## config.mk

```make
export PLATFORM = sky130hd
export DESIGN_NAME = pipe_carryadd
export DESIGN_NICKNAME = d
export VERILOG_FILES = /design/src/rtl/carryadd_pkg.sv /design/src/rtl/carryadd_slice.sv /design/src/rtl/pipe_carryadd.sv
export SDC_FILE = /design/constraint.sdc
export NUM_CORES = 1
export LEC_CHECK = 0
export CORE_UTILIZATION = 47
export CTS_CLUSTER_SIZE = 40
export DETAILED_ROUTE_END_ITERATION = 10
export HOLD_SLACK_MARGIN = 0.1
export PLACE_DENSITY = 0.77
export SLEW_MARGIN = 25
export SYNTH_ARGS = -nofsm -noshare
export SYNTH_HDL_FRONTEND = slang
export SYNTH_SLANG_ARGS = --single-unit
```

## constraint.sdc

```tcl
create_clock -name clk -period 1.6 [get_ports clk]
set_input_delay 0.48 -clock clk [delete_from_list [all_inputs] [get_ports clk]]
set_output_delay 0.48 -clock clk [all_outputs]
set_load 0.02 [all_outputs]
```

## src/rtl/carryadd_pkg.sv

```systemverilog
// Shared definitions for the pipelined carry adder: mode encoding and a
// parameter legality check used at elaboration.
package carryadd_pkg;

   localparam logic MODE_ADD = 1'b0;
   localparam logic MODE_SUB = 1'b1;

   // True when the operand width splits evenly into non-empty pipeline chunks.
   function automatic bit params_ok(input int unsigned width, input int unsigned stages);
      return (width != 0) && (stages != 0) && (stages <= width) && ((width % stages) == 0);
   endfunction

endpackage

```

## src/rtl/carryadd_slice.sv

```systemverilog
// Combinational ripple adder for one pipeline chunk; also exposes the carry
// into its top bit so the final stage can form signed overflow.
module carryadd_slice #(
   parameter int unsigned W = 2
) (
   input  logic [W-1:0] a,
   input  logic [W-1:0] b,
   input  logic         ci,
   output logic [W-1:0] s,
   output logic         co,
   output logic         c_msb_in
);

   always_comb begin
      logic [W:0] c;
      s    = '0;
      c    = '0;
      c[0] = ci;
      for (int i = 0; i < W; i++) begin
         s[i]     = a[i] ^ b[i] ^ c[i];
         c[i + 1] = (a[i] & b[i]) | (c[i] & (a[i] ^ b[i]));
      end
      co       = c[W];
      c_msb_in = c[W - 1];
   end

endmodule

```

## src/rtl/pipe_carryadd.sv

```systemverilog
// Staggered pipelined adder/subtractor: each stage resolves one CHUNK of the
// sum and forwards its carry plus the not-yet-consumed operand bits.
module pipe_carryadd
   import carryadd_pkg::*;
#(
   parameter int unsigned WIDTH  = 8,
   parameter int unsigned STAGES = 4
) (
   input  logic             clk,
   input  logic             rst_n,
   input  logic             in_valid,
   output logic             in_ready,
   input  logic [WIDTH-1:0] a,
   input  logic [WIDTH-1:0] b,
   input  logic             cin,
   input  logic             mode,
   output logic             out_valid,
   input  logic             out_ready,
   output logic [WIDTH-1:0] y,
   output logic             cout,
   output logic             ovf
);

   localparam int unsigned CHUNK = (STAGES == 0) ? WIDTH : WIDTH / STAGES;

   if (!params_ok(WIDTH, STAGES)) begin : g_bad_params
      $fatal(1, "pipe_carryadd: WIDTH=%0d is not a non-zero multiple of STAGES=%0d", WIDTH, STAGES);
   end

   // Whole pipeline advances together unless the output is held by the consumer.
   logic en;
   assign en       = !out_valid || out_ready;
   assign in_ready = en;

   for (genvar k = 0; k < STAGES; k++) begin : g_stg
      localparam int unsigned IN_W  = WIDTH - k * CHUNK;
      localparam int unsigned SUM_W = (k + 1) * CHUNK;

      logic [IN_W-1:0]  a_in;
      logic [IN_W-1:0]  b_in;
      logic             ci;
      logic             vld_in;
      logic             vld;
      logic [CHUNK-1:0] s;
      logic             co;
      logic             c_msb;
      logic [SUM_W-1:0] sum_d;

      if (k == 0) begin : g_first
         // Subtraction is a + ~b + 1: invert b once here, force the carry-in.
         assign a_in   = a;
         assign b_in   = (mode == MODE_SUB) ? ~b : b;
         assign ci     = (mode == MODE_SUB) ? 1'b1 : cin;
         assign vld_in = in_valid;
         assign sum_d  = s;
      end else begin : g_next
         assign a_in   = g_stg[k-1].g_mid.a_q;
         assign b_in   = g_stg[k-1].g_mid.b_q;
         assign ci     = g_stg[k-1].g_mid.c_q;
         assign vld_in = g_stg[k-1].vld;
         assign sum_d  = {s, g_stg[k-1].g_mid.sum_q};
      end

      carryadd_slice #(
         .W (CHUNK)
      ) u_slice (
         .a        (a_in[CHUNK-1:0]),
         .b        (b_in[CHUNK-1:0]),
         .ci       (ci),
         .s        (s),
         .co       (co),
         .c_msb_in (c_msb)
      );

      always_ff @(posedge clk or negedge rst_n) begin
         if (!rst_n) begin
            vld <= 1'b0;
         end else if (en) begin
            vld <= vld_in;
         end
      end

      if (k < STAGES - 1) begin : g_mid
         logic [IN_W-CHUNK-1:0] a_q;
         logic [IN_W-CHUNK-1:0] b_q;
         logic                  c_q;
         logic [SUM_W-1:0]      sum_q;
         logic                  unused_c_msb;

         assign unused_c_msb = c_msb;

         // Bubbles leave the data registers untouched.
         always_ff @(posedge clk) begin
            if (en && vld_in) begin
               a_q   <= a_in[IN_W-1:CHUNK];
               b_q   <= b_in[IN_W-1:CHUNK];
               c_q   <= co;
               sum_q <= sum_d;
            end
         end
      end else begin : g_last
         assign out_valid = vld;

         always_ff @(posedge clk or negedge rst_n) begin
            if (!rst_n) begin
               y    <= '0;
               cout <= 1'b0;
               ovf  <= 1'b0;
            end else if (en && vld_in) begin
               y    <= sum_d;
               cout <= co;
               ovf  <= co ^ c_msb;
            end
         end
      end
   end

endmodule

```

# Word level (Yosys, flattened, before mapping)
# Cells that the tools add are included.
# word_totals
elab_cells	69
reg_bits	53
output_inout_bits	12
in_bits	22
# classes
n_reduce_logical	6
n_bitwise	42
mux	2
# ops
op	n
$xor A1 B1 Y1	17
$and A1 B1 Y1	16
$mux W8	1
$not A8 Y8	1
$or A1 B1 Y1	8
$logic_and A1 B1 Y1	4
$logic_not A1 Y1	1
$logic_or A1 B1 Y1	1
$mux W1	1

# Logic depth before layout (Yosys ltp)
# Gate-level depths: netlist of run 1.
# depth
depth_word	7
ltp_mapped	5

# Hierarchy
# Synthesis of run 1 repeated with hierarchy kept, for this count alone.
# hier_totals
hier_cells	92
hier_area_um2	2039.5
# modules_own_cells
module	cells_each	area_each_um2	instances
pipe_carryadd	84	1879.3	1
carryadd_slice	2	40.0	4

# Least setup slack after synthesis of run 1
# No wires, ideal clock.
# synth_timing
path_kind	in2reg
from	input mode
to	register g_stg[0].g_mid.sum_q[1], data pin
setup_time_ns	0.269
path_buffers	1
path_stages	5
arrival_ns	1.643
slack_ns	-0.312
cell_sequence	buf_2 xnor2_1 fa_1 inv_1 fa_1
# synth_via
elab_chain_cells	5
# synth_rtl
item	line_no	rtl
start: declaration	pipe_carryadd.sv:16	input logic mode,
$mux W8	pipe_carryadd.sv:52	assign b_in = (mode == MODE_SUB) ? ~b : b;
$xor A1 B1 Y1	carryadd_slice.sv:21	c[i + 1] = (a[i] & b[i]) | (c[i] & (a[i] ^ b[i]));
$and A1 B1 Y1	carryadd_slice.sv:21	
$or A1 B1 Y1	carryadd_slice.sv:21	
$xor A1 B1 Y1 (*)	carryadd_slice.sv:20	s[i] = a[i] ^ b[i] ^ c[i];
via g_stg[0].s[1]	pipe_carryadd.sv:44	logic [CHUNK-1:0] s;
end signal: assignment	pipe_carryadd.sv:98	sum_q <= sum_d;
end: declaration	pipe_carryadd.sv:87	logic [SUM_W-1:0] sum_q;
# Mark *: on every way through the listed nets, which the timed path passes. The rest lies on a longest branch.
# A chain may end at the register's enable or synchronous reset.

# Worst setup path after layout of run 1
# layout_timing
from	register g_stg[2].g_mid.a_q[0]
to	register ovf
# layout_via
elab_chain_cells	6
# layout_rtl
item	line_no	rtl
start: declaration	pipe_carryadd.sv:84	logic [IN_W-CHUNK-1:0] a_q;
start signal: assignment	pipe_carryadd.sv:95	a_q <= a_in[IN_W-1:CHUNK];
$xor A1 B1 Y1	carryadd_slice.sv:21	
$and A1 B1 Y1	carryadd_slice.sv:21	
$or A1 B1 Y1 (*)	carryadd_slice.sv:21	
$and A1 B1 Y1	carryadd_slice.sv:21	
$or A1 B1 Y1	carryadd_slice.sv:21	
$xor A1 B1 Y1 (*)	pipe_carryadd.sv:112	ovf <= co ^ c_msb;
end signal: assignment	pipe_carryadd.sv:112	
end: declaration	pipe_carryadd.sv:21	output logic ovf
# Every way passes the cells marked *; elsewhere a longest branch is shown, timed or not.

==> results.toml, run 1 <==
[min_path]
hold_depth = 0
holdCritPathClass = "flop to flop"
hp-start = "g_stg[1].g_mid.sum_q[2]"
min_to = "g_stg[2].g_mid.sum_q[2]"

[clock_network]
cts_hold_repair.buffers = 0
cts_buffers = 5
cts_root_buf = "clkbuf_8"
cts.sinks = 53
clk_latency_ns = 0.30
cts_tree = "yes"
path_clk_slew_ns = 0.09
cts_max_path_buffers = 2
cts_max_level = 2
postCtsSetupBuffers = 0

[timing]
rsz0062_at_grt = "yes"
slew_viol_final = 0
timing.final.crit_share = 1.04
period_needed_ns = 1.66
worstMarginPinSlew_ns = 0.245
relSlewSlack = 0.836
finalWorstSetupSlack_ns = -0.0632
fin_skew_ns = 0.00600
hold_slack_ns = 0.422
fmax_mhz = 601
final_hold_viol_count = 0
setup-violations-final = 1

[logic_synthesis]
synth_edf_count = 39
syn_area_per_cell_sq_um = 17.8
synth_top_area_share = 0.552
async_flop_share = 0.264
yosysUniqueCellTypes = 16
synth_most_common_cell = "edfxtp_1"
ys_ff_latch = 53
synth_area_leaders = "edfxtp_1 55%, dfrtp_1 16%, fa_1 7.5%, mux2_4 4.9%, inv_1 4.8%"
synthCells = 119
seq_area_frac_synth = 0.717
yosys_warnings = 0
synth_area_sq_mm = 0.00212
syn_nets = 149
yosys.area.top_type = "edfxtp_1"
yosys-top-cells-count = "39 x edfxtp_1, 27 x inv_1, 14 x dfrtp_1"
synth_ff_type = "edfxtp_1"

[floorplan]
die_x_microns = 69.2
dieHeight_microns = 69.2
initial_core_util = 0.488
core_sq_mm = 0.00435
rows = 24
die_area_sq_mm = 0.00479
io_pins = 34

[placed_design]
dp_hpwl_microns = 1940
gp_congestion = 0.638
portBuffers = 33
placed_cell_area_sq_mm = 0.00261

[setup_path]
startpoint_type = "flop"
reg2reg_from = "g_stg[2].g_mid.a_q[0]"
ff2ff_path_depth = 5
critPathKind = "flop to flop"
crit_path_end_kind = "flop"
cp_data_required_time_ns = 1.79
worstPathArrival_ns = 1.85
r2r_end = "ovf"
r2r_setup_slack_ns = -0.06
cp_max_fo = 2

[global_routing]
grt_usage = 0.125
overflow = 0
grt_pass1_vias = 1049
grt_pass1_wl_microns = 4490
antenna_found_initial = 0
grt_max_degree = 17

[power_and_ir_drop]
vdd_drop_max_mv = 0.522
intPower_mw = 2.97
power.share.clock = 0.169
p_sw_frac = 0.294
power_mw = 4.20
power_density_mw_per_mm2 = 1570
switchingPower_mw = 1.23
p_leak_nw = 1.15
power.share.combinational = 0.323
pwr-share-seq = 0.509

[drt]
vias_per_cell = 4.50
vias = 982
post_drt_wl_per_cell_microns = 11.6
ant_nets = 0
drc = 0
drt_wl_total_microns = 2520
first_pass_iters = 4
first_iter_violations = 16

[status]
violations = "negative setup slack"
status = "complete, but fails checks"

[finish]
syn_to_final_growth_pct = 26.4
nets = 195
diodes = 0
fin_util = 0.616
drive_above_1_share = 0.265
fin_area_sq_mm = 0.00268

[run]
cap_violations = 0
[final cells by class]
cell class              instances  area (sq um)
fillers                       320          1670
flip-flops and latches         53          1520
multi-input cells              37           517
repair buffers                 41           393
inverters                      27           101
clock buffers                   5          68.8
well taps                      52          65.1
clock inverters                 3          17.5
[worst max-delay path: stages, from the launching register on]
cell and delay, ns:
edfxtp_1 0.35, inv_2 0.04, fa_2 0.40, fa_2 0.36, xor2_1 0.15, mux2_4 0.26
[sequential cells by signal (all words and copies together), names as in the netlist]
name	flops
cout	1
g_stg.g_mid.a_q	12
g_stg.g_mid.b_q	12
g_stg.g_mid.c_q	3
g_stg.g_mid.sum_q	12
g_stg.vld	3
out_valid	1
ovf	1
y	8
[cells by family after synthesis]
kind of cell	after synthesis	share of synthesized area
xor+xnor	9	0.0371
mux	13	0.0796
buf+inv	29	0.0595
flops	53	0.717
fa+ha+maj	8	0.0754
simple gates	7	0.0318
[layer usage]
layer  global-route usage  routed length (microns)  up-vias
met5                    0                        0        -
met4               0.0544                       20        0
met3               0.0523                      124        2
met2                0.225                     1360       32
met1                0.123                     1010      476
li1                     -                        -      472
[per-stage QoR]
stage / setup slack, ns / cells / TNS [ns]
after global routing: -0.117 / 218 / -0.117
after global placement: -0.683 / 210 / -13.56
final: -0.0632 / 218 / -0.0632
after CTS: -0.0754 / 218 / -0.138
after floorplan: -0.197 / 119 / -0.258
after detailed placement: -0.733 / 210 / -14.92
[worst max path at each step]
stage                                startpoint                 endpoint  slack (ns)  cells past startpoint
after floorplan                            mode  g_stg[0].g_mid.sum_q[1]       -0.20                      5
after global placement                     mode  g_stg[0].g_mid.sum_q[1]       -0.68                      5
after detailed placement                   mode  g_stg[0].g_mid.sum_q[1]       -0.73                      5
after CTS                 g_stg[2].g_mid.a_q[0]                      ovf       -0.08                      5
after global routing      g_stg[2].g_mid.a_q[0]                      ovf       -0.12                      5
final                     g_stg[2].g_mid.a_q[0]                      ovf       -0.06                      5
[power by group through the flow]
| stage | Clock [mW] | Sequential [mW] | Combinational (mW) |
|---|---|---|---|
| after floorplan | 0 | 2.32 | 0.749 |
| after global placement | 0 | 2.15 | 1.42 |
| after detailed placement | 0 | 2.19 | 1.48 |
| after CTS | 0.746 | 2.15 | 1.38 |
| after global routing | 0.800 | 2.19 | 1.48 |
| final | 0.709 | 2.14 | 1.36 |
[repair_timing]
action | in CTS | in global routing
gates resized for setup | 32 | 3
endpoints found under the setup margin | 17 | 4
cloned | 0 | 0
pin swaps | 2 | 0
[placed cells by master, fill, tap and decap left out]
master           Yosys  layout
and2_2               3       3
buf_12               1       2
buf_2                1       2
buf_4                0       6
buf_6                0       1
clkbuf_8             0       5
clkdlybuf4s50_1      0      16
clkinv_1             0       1
clkinv_2             0       1
clkinv_4             0       1
dfrtp_1             14      14
dlygate4sd2_1        0      13
dlymetal6s2s_1       0       1
edfxtp_1            39      39
fa_1                 8       3
fa_2                 0       5
inv_1               27      24
inv_2                0       3
mux2_2               3       3
mux2_4               7       7
mux2i_1              3       3
nand2_8              1       1
nand2b_4             1       1
nor2_2               0       1
or2b_1               1       1
xnor2_4              0       1
xor2_1               8       7
xor2_2               0       1
No activity file was read; power rests on OpenSTA's default activity.
==> inputs of run 2 (changes only) <==
Settings changed: ABC_AREA from default to 1.
==> run 2 against run 1 <==
Net effect: the flow now finishes without violations; sequential power about the same; setup slack improved by 0.092 ns; synthesized area fell by 1.5%; maximum frequency increased by 5.9%; largest power group unchanged.
==> results.toml, run 2 <==
[finish]
drive_above_1_share = 0.158
final_cell_mix = "39 x edfxtp_1, 30 x nand2_1, 27 x inv_1, 16 x clkdlybuf4s50_1, 14 x dfrtp_1"
layout_commonest_cell = "edfxtp_1"
final_cell_count_no_fill = 246
diodes = 0
syn_to_final_growth_pct = 27.5
top_regs = "g_stg.g_mid.a_q (12), g_stg.g_mid.b_q (12), g_stg.g_mid.sum_q (12)"
nets = 225

[clock_network]
cts_max_level = 2
cts_max_path_buffers = 2
cts_hold_repair.buffers = 0
cts.sinks = 53
path_clk_slew_ns = 0.08
cts_tree = "yes"
cts_root_buf = "clkbuf_8"
clk_latency_ns = 0.29
cts_buffers = 5

[setup_path]
cp_max_fo = 2
cp_data_required_time_ns = 1.78
critPathKind = "flop to flop"
slowest_delay_ns = 0.52
path_common_cell = "fa_2"
path_cells = "inv_2 > fa_2 > fa_2 > nand3b_1 > nand2_1"
crit_path_end_kind = "flop"
startpoint_type = "flop"
worstPathArrival_ns = 1.75
slowest_stage = "fa_2"

[timing]
timing.final.crit_share = 0.982
rsz0062_at_grt = "yes"
finalWorstSetupSlack_ns = 0.0288
hold_slack_ns = 0.419
fmax_mhz = 636
setup-violations-final = 0
fin_skew_ns = 0.00708
period_needed_ns = 1.57
final_hold_viol_count = 0
worstMarginPinSlew_ns = 0.597
slew_viol_final = 0
relSlewSlack = 0.601

[global_routing]
antenna_found_initial = 0
grt_pass1_wl_microns = 4490
overflow = 0
grt_pass1_vias = 1085
grt_max_degree = 16
grt_usage = 0.139

[logic_synthesis]
synth_most_common_cell = "edfxtp_1"
synth-simple-area-share = 0.0904
yosysUniqueCellTypes = 16
synth_edf_count = 39
muxShareOfSynthArea = 0
synthCells = 149
syn_area_per_cell_sq_um = 14.0
synth_area_sq_mm = 0.00209
syn_nets = 179
synth_ff_type = "edfxtp_1"
synth-xor-area-share = 0.0335
seq_area_frac_synth = 0.728
synth_top_family_by_area = "simple AND/OR/NAND/NOR gates"
yosys.area.top_type = "edfxtp_1"
ys_ff_latch = 53
async_flop_share = 0.264
synth_compound_area_frac = 0.00479
yosys_warnings = 0
synthAdderAreaFrac = 0.0766
synth_top_area_share = 0.560
synth_area_leaders = "edfxtp_1 56%, dfrtp_1 17%, fa_1 7.7%, inv_1 5.6%, nand2_1 5.4%"
yosys-top-cells-count = "39 x edfxtp_1, 31 x inv_1, 30 x nand2_1"

[status]
status = "finished clean"

[placed_design]
dp_cells = 237
gp_congestion = 0.746
dp_hpwl_microns = 2100
dpl_worst_slack_ns = -0.717
portBuffers = 33

[drt]
post_drt_wl_per_cell_microns = 11.1
drt_wl_total_microns = 2730
first_iter_violations = 106
vias = 1161
first_pass_iters = 4
vias_per_cell = 4.72
drc = 0
ant_nets = 0

[floorplan]
core_sq_mm = 0.00414
dieHeight_microns = 68.7
rows = 23
die_area_sq_mm = 0.00472
io_pins = 34
initial_core_util = 0.505
die_x_microns = 68.7

[min_path]
holdCritPathClass = "flop to flop"

[power_and_ir_drop]
p_leak_nw = 1.20
vdd_drop_max_mv = 0.597
power_density_mw_per_mm2 = 1560

[run]
cap_violations = 0
[run 2: cell types whose count changed after synthesis, sizes merged, moves of 2 or more]
cell | before | now
and2 | 3 | 0
inv | 27 | 31
mux2 | 10 | 0
mux2i | 3 | 0
nand2 | 1 | 32
nand3 | 0 | 9
nand3b | 0 | 2
[run 2: through the flow]
stage,area (sq um),utilization,setup TNS (ns),power (mW)
2_1_floorplan,2120,-,-0.243,2.92
3_3_place_gp,2580,0.622,-12.48,3.47
3_5_place_dp,2580,0.622,-14.08,3.55
4_1_cts,2650,0.638,-0.0722,4.18
5_1_grt,2670,0.643,-0.0366,4.45
6_report,2670,0.643,0,4.15
[run 2: logic make-up after synthesis]
| group | after synthesis |
|---|---|
| adders and majority gates | 8 |
| and+or+nand+nor | 44 |
| AOI/OAI and AO/OA | 2 |
| xor gates and xnor gates | 8 |
| DFF | 53 |
| buffers and inverters | 34 |
[run 2: cell type report]
cell class	count	area, sq um
Clock buffer	8	90.1
Fill cell	316	1480
Inverter	31	116
Multi-Input combinational cell	62	463
Sequential cell	53	1520
Tap cell	50	62.6
Timing Repair Buffer	42	413
[run 2: critical path, delay by kind of cell (launching register included)]
| family | cells | cell delay [ns] |
|---|---|---|
| and+or+nand+nor | 2 | 0.16 |
| adders and majority gates | 2 | 0.92 |
| DFF | 1 | 0.35 |
| buffers and inverters | 1 | 0.05 |
[run 2: layer usage]
metal / track usage / part of all wire / up-vias
li1: - / - / 561
met1: 0.146 / 0.38 / 553
met2: 0.241 / 0.53 / 43
met3: 0.0493 / 0.068 / 4
met4: 0.0765 / 0.019 / 0
met5: 0 / 0 / -
[run 2: where the power goes]
part | total (mW) | switching (mW) | internal, mW
clock network | 0.721 | 0.368 | 0.353
logic | 1.27 | 0.723 | 0.551
registers | 2.15 | 0.171 | 1.98
total | 4.15 | 1.26 | 2.88
[run 2: path summary, 6_finish.rpt]
kind | startpoint | endpoint | slack [ns] | cells past startpoint
hold / removal | g_stg[1].g_mid.sum_q[3] | g_stg[2].g_mid.sum_q[3] | 0.42 | 0
hold reg to reg | g_stg[1].g_mid.sum_q[3] | g_stg[2].g_mid.sum_q[3] | 0.42 | 0
min in group asynchronous | rst_n | out_valid | 0.56 | 1
setup / recovery | g_stg[2].g_mid.c_q | y[7] | 0.03 | 5
setup reg to reg | g_stg[2].g_mid.c_q | y[7] | 0.03 | 5
max in group asynchronous | rst_n | g_stg[0].vld | 0.65 | 1
[run 2: timing repair]
| action | in CTS | in global routing |
|---|---|---|
| buffers inserted | 0 | 1 |
| setup endpoints to repair | 17 | 33 |
| pin swaps | 1 | 1 |
| hold endpoints to repair | 0 | 0 |
| gates resized for setup | 30 | 7 |
==> inputs of run 3 (changes only) <==
Settings changed: CAP_MARGIN from default to 20, CTS_CLUSTER_DIAMETER from default to 200.
==> results of run 3 <==
No change in the layout: final DEF, timing and power equal those of run 2.
